## config.mk

```make
export PLATFORM = sky130hd
export DESIGN_NAME = ddr_avalon_rq_master
export DESIGN_NICKNAME = d
export VERILOG_FILES = /design/src/rtl/ddr_avalon_pkg.sv /design/src/rtl/ddr_avalon_rq_master.sv
export SDC_FILE = /design/constraint.sdc
export NUM_CORES = 1
export LEC_CHECK = 0
export ABC_AREA = 1
export CORE_AREA = 2 2 461 463
export DETAILED_ROUTE_END_ITERATION = 6
export DIE_AREA = 0 0 463 465
export PLACE_DENSITY = 0.33
export SYNTH_ARGS = -nofsm -noshare
export SYNTH_HDL_FRONTEND = slang
export SYNTH_SLANG_ARGS = --single-unit
```

## constraint.sdc

```tcl
create_clock -name avalon_clk -period 1.5 [get_ports avalon_clk]
set_input_delay 0.3 -clock avalon_clk [delete_from_list [all_inputs] [get_ports avalon_clk]]
set_output_delay 0.3 -clock avalon_clk [all_outputs]
set_load 0.02 [all_outputs]
```

## src/rtl/ddr_avalon_pkg.sv

```systemverilog
// Shared types and defaults for the DDR Avalon request master.
package ddr_avalon_pkg;

  localparam int unsigned DDR_ADDR_W = 25;
  localparam int unsigned DDR_DATA_W = 256;

  // Every transaction is a single beat.
  localparam logic [6:0] AMM_BURST_ONE = 7'd1;

  typedef enum logic [2:0] {
    StIdle,
    StWrCmd,
    StRdCmd,
    StRdWait,
    StDone,
    StRelease
  } state_e;

endpackage

```

## src/rtl/ddr_avalon_rq_master.sv

```systemverilog
// Avalon-MM request master.
// Takes the level-held wr_rq/rd_rq requests from the bridge, issues one single-beat
// Avalon-MM transaction per request, and answers with a one-cycle action_done pulse.
// Optional macro DDR_AVALON_RQ_TIMEOUT_EN adds a read-response timeout with a
// sticky err_timeout flag. Without it, err_timeout is tied low.
module ddr_avalon_rq_master
  import ddr_avalon_pkg::*;
#(
  parameter int unsigned ADDR_W         = DDR_ADDR_W,
  parameter int unsigned DATA_W         = DDR_DATA_W,
  parameter int unsigned BE_W           = DATA_W / 8,
  parameter int unsigned TIMEOUT_CYCLES = 1024
) (
  input  logic              avalon_clk,
  input  logic              avalon_reset,
  input  logic              local_cal_success,
  input  logic              wr_rq,
  input  logic              rd_rq,
  input  logic [ADDR_W-1:0] wr_adr,
  input  logic [ADDR_W-1:0] rd_adr,
  input  logic [DATA_W-1:0] wr_data,
  input  logic [BE_W-1:0]   byte_enable,
  output logic              action_done,
  output logic [DATA_W-1:0] rd_data,
  output logic              rd_valid,
  output logic              busy,
  output logic [ADDR_W-1:0] amm_address,
  output logic              amm_read,
  output logic              amm_write,
  output logic [DATA_W-1:0] amm_writedata,
  output logic [BE_W-1:0]   amm_byteenable,
  output logic [6:0]        amm_burstcount,
  input  logic              amm_waitrequest,
  input  logic [DATA_W-1:0] amm_readdata,
  input  logic              amm_readdatavalid,
  output logic              err_timeout
);

  // A timeout below 2 cycles cannot be represented by the RD_WAIT counter.
  if (TIMEOUT_CYCLES < 2) begin : g_bad_timeout
    $error("TIMEOUT_CYCLES must be at least 2");
  end

  state_e state_q;
  logic   timeout_hit;

`ifdef DDR_AVALON_RQ_TIMEOUT_EN
  localparam int unsigned CntW = (TIMEOUT_CYCLES > 2) ? $clog2(TIMEOUT_CYCLES) : 1;

  logic [CntW-1:0] to_cnt_q;

  assign timeout_hit = (to_cnt_q == CntW'(TIMEOUT_CYCLES - 1));
`else
  assign timeout_hit = 1'b0;
  assign err_timeout = 1'b0;
`endif

  assign amm_burstcount = AMM_BURST_ONE;
  assign busy           = (state_q != StIdle);

  // Request FSM; all Avalon outputs and completion pulses are registered here.
  always_ff @(posedge avalon_clk) begin
    if (avalon_reset) begin
      state_q        <= StIdle;
      amm_read       <= 1'b0;
      amm_write      <= 1'b0;
      amm_address    <= '0;
      amm_writedata  <= '0;
      amm_byteenable <= '0;
      action_done    <= 1'b0;
      rd_valid       <= 1'b0;
      rd_data        <= '0;
`ifdef DDR_AVALON_RQ_TIMEOUT_EN
      to_cnt_q       <= '0;
      err_timeout    <= 1'b0;
`endif
    end else begin
      action_done <= 1'b0;
      rd_valid    <= 1'b0;
      unique case (state_q)
        StIdle: begin
          if (local_cal_success) begin
            // Write has priority; a concurrent read is reconsidered only after RELEASE.
            if (wr_rq) begin
              amm_address    <= wr_adr;
              amm_writedata  <= wr_data;
              amm_byteenable <= byte_enable;
              amm_write      <= 1'b1;
              state_q        <= StWrCmd;
            end else if (rd_rq) begin
              amm_address <= rd_adr;
              amm_read    <= 1'b1;
              state_q     <= StRdCmd;
            end
          end
        end
        StWrCmd: begin
          if (!amm_waitrequest) begin
            amm_write   <= 1'b0;
            action_done <= 1'b1;
            state_q     <= StDone;
          end
        end
        StRdCmd: begin
          if (!amm_waitrequest) begin
            amm_read <= 1'b0;
            state_q  <= StRdWait;
`ifdef DDR_AVALON_RQ_TIMEOUT_EN
            to_cnt_q <= '0;
`endif
          end
        end
        StRdWait: begin
          if (amm_readdatavalid) begin
            rd_data     <= amm_readdata;
            action_done <= 1'b1;
            rd_valid    <= 1'b1;
            state_q     <= StDone;
          end else if (timeout_hit) begin
            // rd_data keeps its previous value on a timeout.
            action_done <= 1'b1;
            rd_valid    <= 1'b1;
            state_q     <= StDone;
`ifdef DDR_AVALON_RQ_TIMEOUT_EN
            err_timeout <= 1'b1;
          end else begin
            to_cnt_q <= to_cnt_q + 1'b1;
`endif
          end
        end
        StDone: begin
          state_q <= StRelease;
        end
        StRelease: begin
          // Upstream drops its level only after seeing done; wait so it cannot re-trigger.
          if (!wr_rq && !rd_rq) begin
            state_q <= StIdle;
          end
        end
        default: begin
          state_q <= StIdle;
        end
      endcase
    end
  end

endmodule

```

==> metrics, run 1 <==
core area 211,000 um2; Avg WL per Cell 21.2 um; GRT Total Usage 12.1%; yosys warns 0; post-place instance area 37,600 um2; Tcrit/Tclk final 119%; pin count of the biggest net entering global routing 60; Worst Hold Class in2reg; clock slew at reported path FFs 0.06 ns; Sink Count 576; Worst Path Max Fanout 8; CTS max path bufs 3; Worst Setup Start Kind register; Max-Cap Viols 0; Power Density 1390 nW/um2; Root Driver clkbuf_16; post-synth cell types 25; number of global-route vias before repair 22,100; Util after Layout 21.4%; Critical-path top delay cell dfxtp_2; #FFs+latches synth 576; setup TNS -53.26 ns; CTS tree built; initial antenna violation count 42; IO Pins 1,183; Worst Path Arrival 2.40 ns; antenna viol nets, final 0; CP Cell Sequence inv_2 > nand2_4 > nor2_4 > buf_4 > nand3_4 > buf_4 > buf_12 > clkbuf_16 > buf_4 > clkbuf_16 > o21ai_1 > a21oi_1; Pleak 17.2 nW; TritonCTS buffer count 82; GR Overflow Total 0; drt first pass iters 4; Area Overhead vs Synth 115%; crit-path max cell delay 0.32 ns; DP HPWL 109,000 um; DRC viols 0; Worst Clk Skew 0.0584 ns; final setup violation count 420; Max VDD drop 0.757 mV; WS Path Type reg2reg; fin. max-slew vios 0; Die X 463 um; Fin. Hold Viols 0; post-DR vias/cell 3.33; failing checks setup timing; die area 215,000 um2; post-route cell area 45,100 um2; RD Place Congestion 0.843; CP endpoint kind register; Req. time, crit path 2.11 ns; pre-CTS setup slack -0.660 ns; initial drt markers 880; CP most frequent cell buf_4; Starting Density 9.93%; Final WS setup -0.291 ns; fmax 558 MHz; Post-Syn Instances 2,568; outcome complete, but fails checks; Final min period 1.79 ns; count of input and output buffers 1,174; htree depth 3; sequential fraction of the synthesis area 55.1%; RSZ-0062 raised after global routing true; layout cells sized above 1 45.6%; Via Count 22,700; clk_lat worst skew 0.73 ns; Die Ht 465 um; row count 169; Avg Cell Area, Syn 8.16 um2; Mapped Area 20,900 um2; global-route wire length before repair 183,000 um; nets 4,538; Detailed Route WL 144,000 um
layout make-up:
type,instances,area [um2]
fillers,23400,166000
repair buffers,1480,17000
flip-flops and latches,576,12300
multi-input cells,1242,7390
well taps,2821,3530
clock buffers,110,2290
inverters,555,2090
clock inverters,29,423
diodes,9,22.5
cell usage in the layout, fill, tap and decap left out, drive strengths merged:
cell type and n:
nand2 65, inv 558, buf 842, nand4 3, nor2 13, o21ai 549, clkdlybuf4s50 599, clkinvlp 3
clkbuf 149, o211a 25, bufinv 6, dfxtp 576, nor3 1, clkinv 17, nand3 31, conb 8
diode 9, a21oi 547
kinds of logic after synthesis:
family | synth area share (%)
AOI/OAI and AO/OA | 27.4
buffers and inverters | 15.1
DFF | 55.1
other | 0.0359
and+or+nand+nor | 2.41
repair_timing:
action                                 4_1_cts  5_1_grt
pin swaps                                    2        3
hold buffers                                 0        0
setup buffers                               40       21
endpoints found under the hold margin        0        0
setup endpoints to repair                  854      990
cloned                                       6       57
resized for setup                         3852      436
Yosys cell counts (all sizes together):
cell / count / area share (%)
nor2: 13 / 0.27
inv: 554 / 9.9
a21oi: 547 / 13
nand2: 65 / 1.2
o211a: 25 / 1.2
dfxtp: 576 / 55
buf: 124 / 3.8
o21ai: 549 / 13
nand4: 3 / 0.12
conb: 2 / 0.036
clkbuf: 77 / 1.4
clkinv: 1 / 0.018
nor3: 1 / 0.024
nand3: 31 / 0.80
metrics by stage:
| step | total power [W] | std cells | hold WS [ns] |
|---|---|---|---|
| after floorplan | 0.0266 | 2574 | 0.369 |
| after global routing | 0.0656 | 6815 | 0.135 |
| after detailed placement | 0.0378 | 6554 | 0.434 |
| after global placement | 0.0378 | 6554 | 0.429 |
| after CTS | 0.0610 | 6739 | 0.0758 |
| final | 0.0624 | 6822 | 0.193 |
power breakdown:
| part | switching [W] | internal [W] | leakage (nW) |
|---|---|---|---|
| Sequential | 0.00216 | 0.0185 | 4.96 |
| Clock | 0.00832 | 0.0118 | 1.32 |
| Combinational | 0.0107 | 0.0110 | 10.9 |
| Total | 0.0212 | 0.0412 | 17.2 |
sequential cells by signal (all words and copies together), names as in the netlist:
register        cells
amm_address        25
amm_byteenable     32
amm_read            1
rd_data           256
amm_writedata     256
state_q             3
rd_valid            1
amm_write           1
action_done         1
routing by layer:
| layer | track usage [%] | part of all wire [%] | wire (um) | vias to the layer above |
|---|---|---|---|---|
| met1 | 13.9 | 41 | 59200 | 10600 |
| met3 | 5.55 | 10 | 14500 | 163 |
| met5 | 0 | 0.15 | 210 | - |
| met2 | 20.1 | 47 | 68000 | 920 |
| met4 | 2.90 | 1.7 | 2490 | 32 |
| li1 | - | - | - | 11000 |
critical path: cells and delay by family, from the launching register on:
kind	cells	cell delay, ns
AND/OR/NAND/NOR	3	0.22
buffers and inverters	7	0.98
flip-flops	1	0.32
AO/OA/AOI/OAI	2	0.16
path summary, 6_finish.rpt:
| path | start | end | slack [ns] | cells past startpoint |
|---|---|---|---|---|
| max | state_q[1] | amm_writedata[244] | -0.29 | 12 |
| min | amm_readdata[124] | rd_data[124] | 0.19 | 3 |
| max reg2reg | state_q[1] | amm_writedata[244] | -0.29 | 12 |
| min reg2reg | amm_writedata[156] | amm_writedata[156] | 0.44 | 2 |
Power figures use the tool's default switching activity.
==> run 2: changes to the inputs <==
--- a/config.mk
+++ b/config.mk
@@ -6,10 +6,11 @@
 export NUM_CORES = 1
 export LEC_CHECK = 0
 export ABC_AREA = 1
-export CORE_AREA = 2 2 461 463
+export CORE_AREA = 2 2 459 461
+export CTS_BUF_LIST = sky130_fd_sc_hd__clkbuf_8 sky130_fd_sc_hd__clkbuf_16
 export DETAILED_ROUTE_END_ITERATION = 6
-export DIE_AREA = 0 0 463 465
-export PLACE_DENSITY = 0.33
+export DIE_AREA = 0 0 461 463
+export PLACE_DENSITY = 0.34
 export SYNTH_ARGS = -nofsm -noshare
 export SYNTH_HDL_FRONTEND = slang
 export SYNTH_SLANG_ARGS = --single-unit
==> constraint.sdc (replaced) <==
create_clock -name avalon_clk -period 1.45 [get_ports avalon_clk]
set_input_delay 0.29 -clock avalon_clk [delete_from_list [all_inputs] [get_ports avalon_clk]]
set_output_delay 0.29 -clock avalon_clk [all_outputs]
set_load 0.02 [all_outputs]
==> run 2 against run 1 <==
Against the previous run:
- the run still ends with setup timing left
- cell area shrank 0.87%
- sequential power grew 3%
- sequential cell count is the same
- worst setup slack lost 0.064 ns
- clock power grew 4%
- non-clock buffer count shrank 31
- register-to-register slack lost 0.06 ns
- global-route usage grew 0.44 points
- critical path type is now reg2out
- critical endpoint is now busy
- highest routed layer unchanged
==> metrics, run 2 (synthesis gave the netlist of run 1 again) <==
Top Registers amm_writedata (256), rd_data (256), amm_byteenable (32); die area 213,000 um2; Detailed Route WL 146,000 um; Power Density 1430 nW/um2; GR Overflow Total 0; Die X 461 um; global-route wire length before repair 186,000 um; Worst Setup Start Kind register; failing checks setup timing; commonest non-fill, non-tap cell in the layout clkdlybuf4s50_1; CTS tree built; Max-Cap Viols 0; initial drt markers 900; clk_lat worst skew 0.71 ns; fmax 554 MHz; Req. time, crit path 1.16 ns; Worst Clk Skew 0.0264 ns; Fill cells 23,000; Die Ht 463 um; RSZ-0062 raised after global routing true; Overall Power 0.0639 W; pin count of the biggest net entering global routing 111; DRC viols 0; DP Cell Count 6,523; Area Overhead vs Synth 113%; post-DR vias/cell 3.36; htree depth 3; post-route cell area 44,700 um2; RD Place Congestion 0.841; Root Driver clkbuf_16; Setup crit start state_q[1]; row count 168; Non-Filler Instances 6,789; Sink Count 576; count of input and output buffers 1,174; Tcrit/Tclk final 124%; nets 4,507; Max VDD drop 0.952 mV; core area 209,000 um2; Worst Path Arrival 1.51 ns; drt first pass iters 5; post-place instance area 38,000 um2; final setup violation count 807; Avg WL per Cell 21.4 um; Starting Density 10.0%; area taken by multi-input logic gates 7070 um2; CTS max path bufs 3; Worst Hold Class in2reg; Final min period 1.80 ns; outcome complete, but fails checks; min-delay src wr_data[7]; Pleak 17.0 nW; Worst Path Max Fanout 3; Final WS setup -0.355 ns; clock slew at reported path FFs 0.07 ns; antenna viol nets, final 0; CP endpoint kind output port; GRT Total Usage 12.5%; number of global-route vias before repair 22,200; WS Path Type reg2out; fin. max-slew vios 0; layout cells sized above 1 41.8%; register area 12,200 um2; DP HPWL 112,000 um; initial antenna violation count 62; Via Count 22,800; Util after Layout 21.4%; most frequent cells in the layout 599 x clkdlybuf4s50_1, 567 x inv_1, 490 x a21oi_1; IO Pins 1,183; hold_buf cts 0; reg2reg start state_q[1]; TritonCTS buffer count 82; Fin. Hold Viols 0
## run 2: cell types whose count changed in the layout (fill, tap and decap cells not counted), sizes merged
cell      before  now
clkbuf       149  121
clkinv        17   18
clkinvlp       3    4
bufbuf         0    1
diode          9   14
inv          558  577
buf          842  826
## run 2: what timing repair did
action / in CTS / in global routing
gates resized for setup: 3629 / 296
endpoints found under the hold margin: 0 / 0
pin swaps: 3 / 18
setup endpoints to repair: 1025 / 1139
gates cloned: 10 / 33
buffers inserted: 39 / 24
## run 2: metrics by stage
step	setup WS, ns	hold slack, ns	setup TNS, ns
final	-0.355	0.182	-91.79
after global routing	-0.471	0.123	-185.44
after CTS	-0.493	0.0662	-155.20
after detailed placement	-0.608	0.433	-251.25
after global placement	-0.579	0.430	-239.37
after floorplan	0.0577	0.359	0
## run 2: cell type report
| class | instances | share of cell area (%) |
|---|---|---|
| Multi-Input combinational cell | 1242 | 15.8 |
| Inverter | 555 | 4.69 |
| Clock buffer | 98 | 5.11 |
| Tap cell | 2805 | 7.86 |
| Antenna cell | 14 | 0.0784 |
| Sequential cell | 576 | 27.3 |
| Clock inverter | 50 | 1.10 |
| Timing Repair Buffer | 1449 | 38.0 |
## run 2: worst max-delay path, cell delays in order (launching register included)
cell	delay (ns)
dfxtp_2	0.32
inv_2	0.07
nand2_4	0.06
nor2_4	0.09
buf_6	0.11
inv_4	0.04
buf_6	0.13
## run 2: metal layers
metal  part of all wire [%]  GRT usage [%]
met1                     39           13.7
met2                     47           20.9
met3                     12           6.99
met4                    1.7           2.66
met5                   0.25              0
## run 2: final timing paths
check,to,slack [ns],depth (start not counted)
max reg2reg,amm_writedata[67],-0.35,11
min reg2reg,rd_data[190],0.44,2
max,busy,-0.35,6
min,amm_writedata[7],0.18,3
## run 2: power breakdown
part / internal, W / switching (W) / leakage (nW)
logic: 0.0110 / 0.0105 / 10.7
registers: 0.0190 / 0.00232 / 4.91
clock network: 0.0123 / 0.00874 / 1.43
==> run 3: changes to the inputs <==
--- a/config.mk
+++ b/config.mk
@@ -6,11 +6,12 @@
 export NUM_CORES = 1
 export LEC_CHECK = 0
 export ABC_AREA = 1
-export CORE_AREA = 2 2 459 461
+export CORE_AREA = 2 2 455 457
 export CTS_BUF_LIST = sky130_fd_sc_hd__clkbuf_8 sky130_fd_sc_hd__clkbuf_16
 export DETAILED_ROUTE_END_ITERATION = 6
-export DIE_AREA = 0 0 461 463
-export PLACE_DENSITY = 0.34
+export DIE_AREA = 0 0 457 459
+export DONT_BUFFER_PORTS = 1
+export PLACE_DENSITY = 0.3
 export SYNTH_ARGS = -nofsm -noshare
 export SYNTH_HDL_FRONTEND = slang
 export SYNTH_SLANG_ARGS = --single-unit
==> constraint.sdc (replaced) <==
create_clock -name avalon_clk -period 2 [get_ports avalon_clk]
set_input_delay 0.4 -clock avalon_clk [delete_from_list [all_inputs] [get_ports avalon_clk]]
set_output_delay 0.4 -clock avalon_clk [all_outputs]
set_load 0.02 [all_outputs]
==> run 3 against run 2 <==
Against the previous run:
- the flow now finishes without violations
- first-iteration DRC count rose by 11%
- register-to-register slack improved by 0.50 ns
- clock power fell by 29%
- worst hold slack got worse by 0.097 ns
- highest routed layer unchanged
==> metrics, run 3 (synthesis gave the netlist of run 1 again) <==
outcome complete, no violations; Comb pwr share 14.2%; clock slew at reported path FFs 0.06 ns; initial drt markers 997; row count 167; final setup violation count 0; GR Overflow Total 0; Clock power frac 39.0%; antenna viol nets, final 0; register share of total power 46.8%; initial antenna violation count 73; Fin. Hold Viols 0; Via Count 19,900; Detailed Route WL 123,000 um; clk_lat worst skew 0.71 ns; Tcrit/Tclk final 95.4%; htree depth 3; slew margin rel. 26.4%; Worst Clk Skew 0.0207 ns; most frequent cells in the layout 581 x dlygate4sd3_1, 573 x dfxtp_1, 569 x inv_1; pre-CTS setup slack 0.195 ns; GRT Total Usage 11.2%; DP HPWL 98,400 um; Worst Path Max Fanout 3; Die Ht 459 um; DRC viols 0; Top Registers amm_writedata (256), rd_data (256), amm_byteenable (32); reg2reg start state_q[1]; post-DR vias/cell 3.33; Sink Count 576; pin count of the biggest net entering global routing 91; IO Pins 1,183; Max VDD drop 0.603 mV; Req. time, crit path 1.60 ns; fin. max-slew vios 0; number of global-route vias before repair 19,400; WS Path Type reg2out; TritonCTS buffer count 80; core area 206,000 um2; Int Pwr 0.0246 W; Worst Path Arrival 1.51 ns; R2R depth 10; Area Overhead vs Synth 59.0%; Worst Hold Class in2reg; Slew @ Worst Pin 1.10 ns; Final min period 1.91 ns; Starting Density 10.2%; Pleak 11.8 nW; Worst Setup Start Kind register; RD Place Congestion 0.804; capturing point of the worst reg2reg path amm_writedata[184]; die area 210,000 um2; setup TNS 0 ns; CP endpoint kind output port; CTS tree built; Die X 457 um; crit path capture busy; Setup crit start state_q[1]; fmax 524 MHz; Power Density 1160 nW/um2; Avg WL per Cell 20.6 um; layout cells sized above 1 8.61%; Root Driver clkbuf_16; nets 3,775; drt first pass iters 5; RSZ-0062 raised after global routing true; Final WS setup 0.0912 ns; CTS max path bufs 3; Max-Cap Viols 0; global-route wire length before repair 164,000 um; P_sw 0.0139 W; Overall Power 0.0385 W; count of input and output buffers 0; Sw Ratio 36.2%; commonest non-fill, non-tap cell in the layout dlygate4sd3_1; R2R Setup Slk 0.15 ns
==> run 3: critical path: stages, from the launching register on <==
cell and delay (ns):
dfxtp_2 0.32, inv_2 0.07, nand2_4 0.06, nor2_4 0.11, clkinvlp_4 0.24
==> run 3: power by group through the flow <==
stage / combinational (W) / sequential (W) / clock [W]
floorplan: 0.00308 / 0.0169 / 0
global placement: 0.00426 / 0.0185 / 0
detailed placement: 0.00431 / 0.0184 / 0
CTS: 0.00552 / 0.0182 / 0.0157
global route: 0.00621 / 0.0183 / 0.0161
finish: 0.00547 / 0.0180 / 0.0150
==> run 3: final cells by class <==
class	count	area [um2]
Antenna cell	28	70.1
Sequential cell	576	11500
Clock buffer	92	2180
Inverter	555	2100
Timing Repair Buffer	719	7210
Tap cell	2704	3380
Multi-Input combinational cell	1242	6280
Clock inverter	56	547
Fill cell	23200	172000
==> run 3: how the worst min path moves through the flow <==
stage | from | endpoint | slack [ns] | cells after the start
detailed placement | avalon_reset | amm_write | 0.47 | 1
global placement | avalon_reset | amm_write | 0.47 | 1
floorplan | avalon_reset | action_done | 0.47 | 1
finish | rd_adr[17] | amm_address[17] | 0.08 | 3
CTS | wr_adr[1] | amm_address[1] | 0.004 | 3
global route | amm_readdata[185] | rd_data[185] | 0.04 | 2
==> run 3: metal layers <==
metal / wire (um) / vias up / GRT usage, %
met4: 4980 / 54 / 4.82
met2: 56700 / 935 / 18.2
met1: 48500 / 9154 / 12.5
met3: 12500 / 231 / 5.01
li1: - / 9521 / -
met5: 338 / - / 0
==> run 3: per-stage QoR <==
step / cell area (um2) / util, % / hold WS (ns) / std cells
after global routing: 33300 / 16.2 / 0.0382 / 5957
after global placement: 24600 / 12.0 / 0.475 / 5209
after detailed placement: 24600 / 12.0 / 0.474 / 5209
final: 33300 / 16.2 / 0.0845 / 5972
after CTS: 33200 / 16.1 / 0.00354 / 5943
after floorplan: 21000 / - / 0.469 / 2574
==> run 3: timing repair <==
item	in CTS	in global routing
pin swaps	2	2
cloned	0	1
hold buffers	582	0
hold endpoints to repair	567	0
buffers inserted	4	1
setup endpoints to repair	1	13
gates resized for setup	3	4
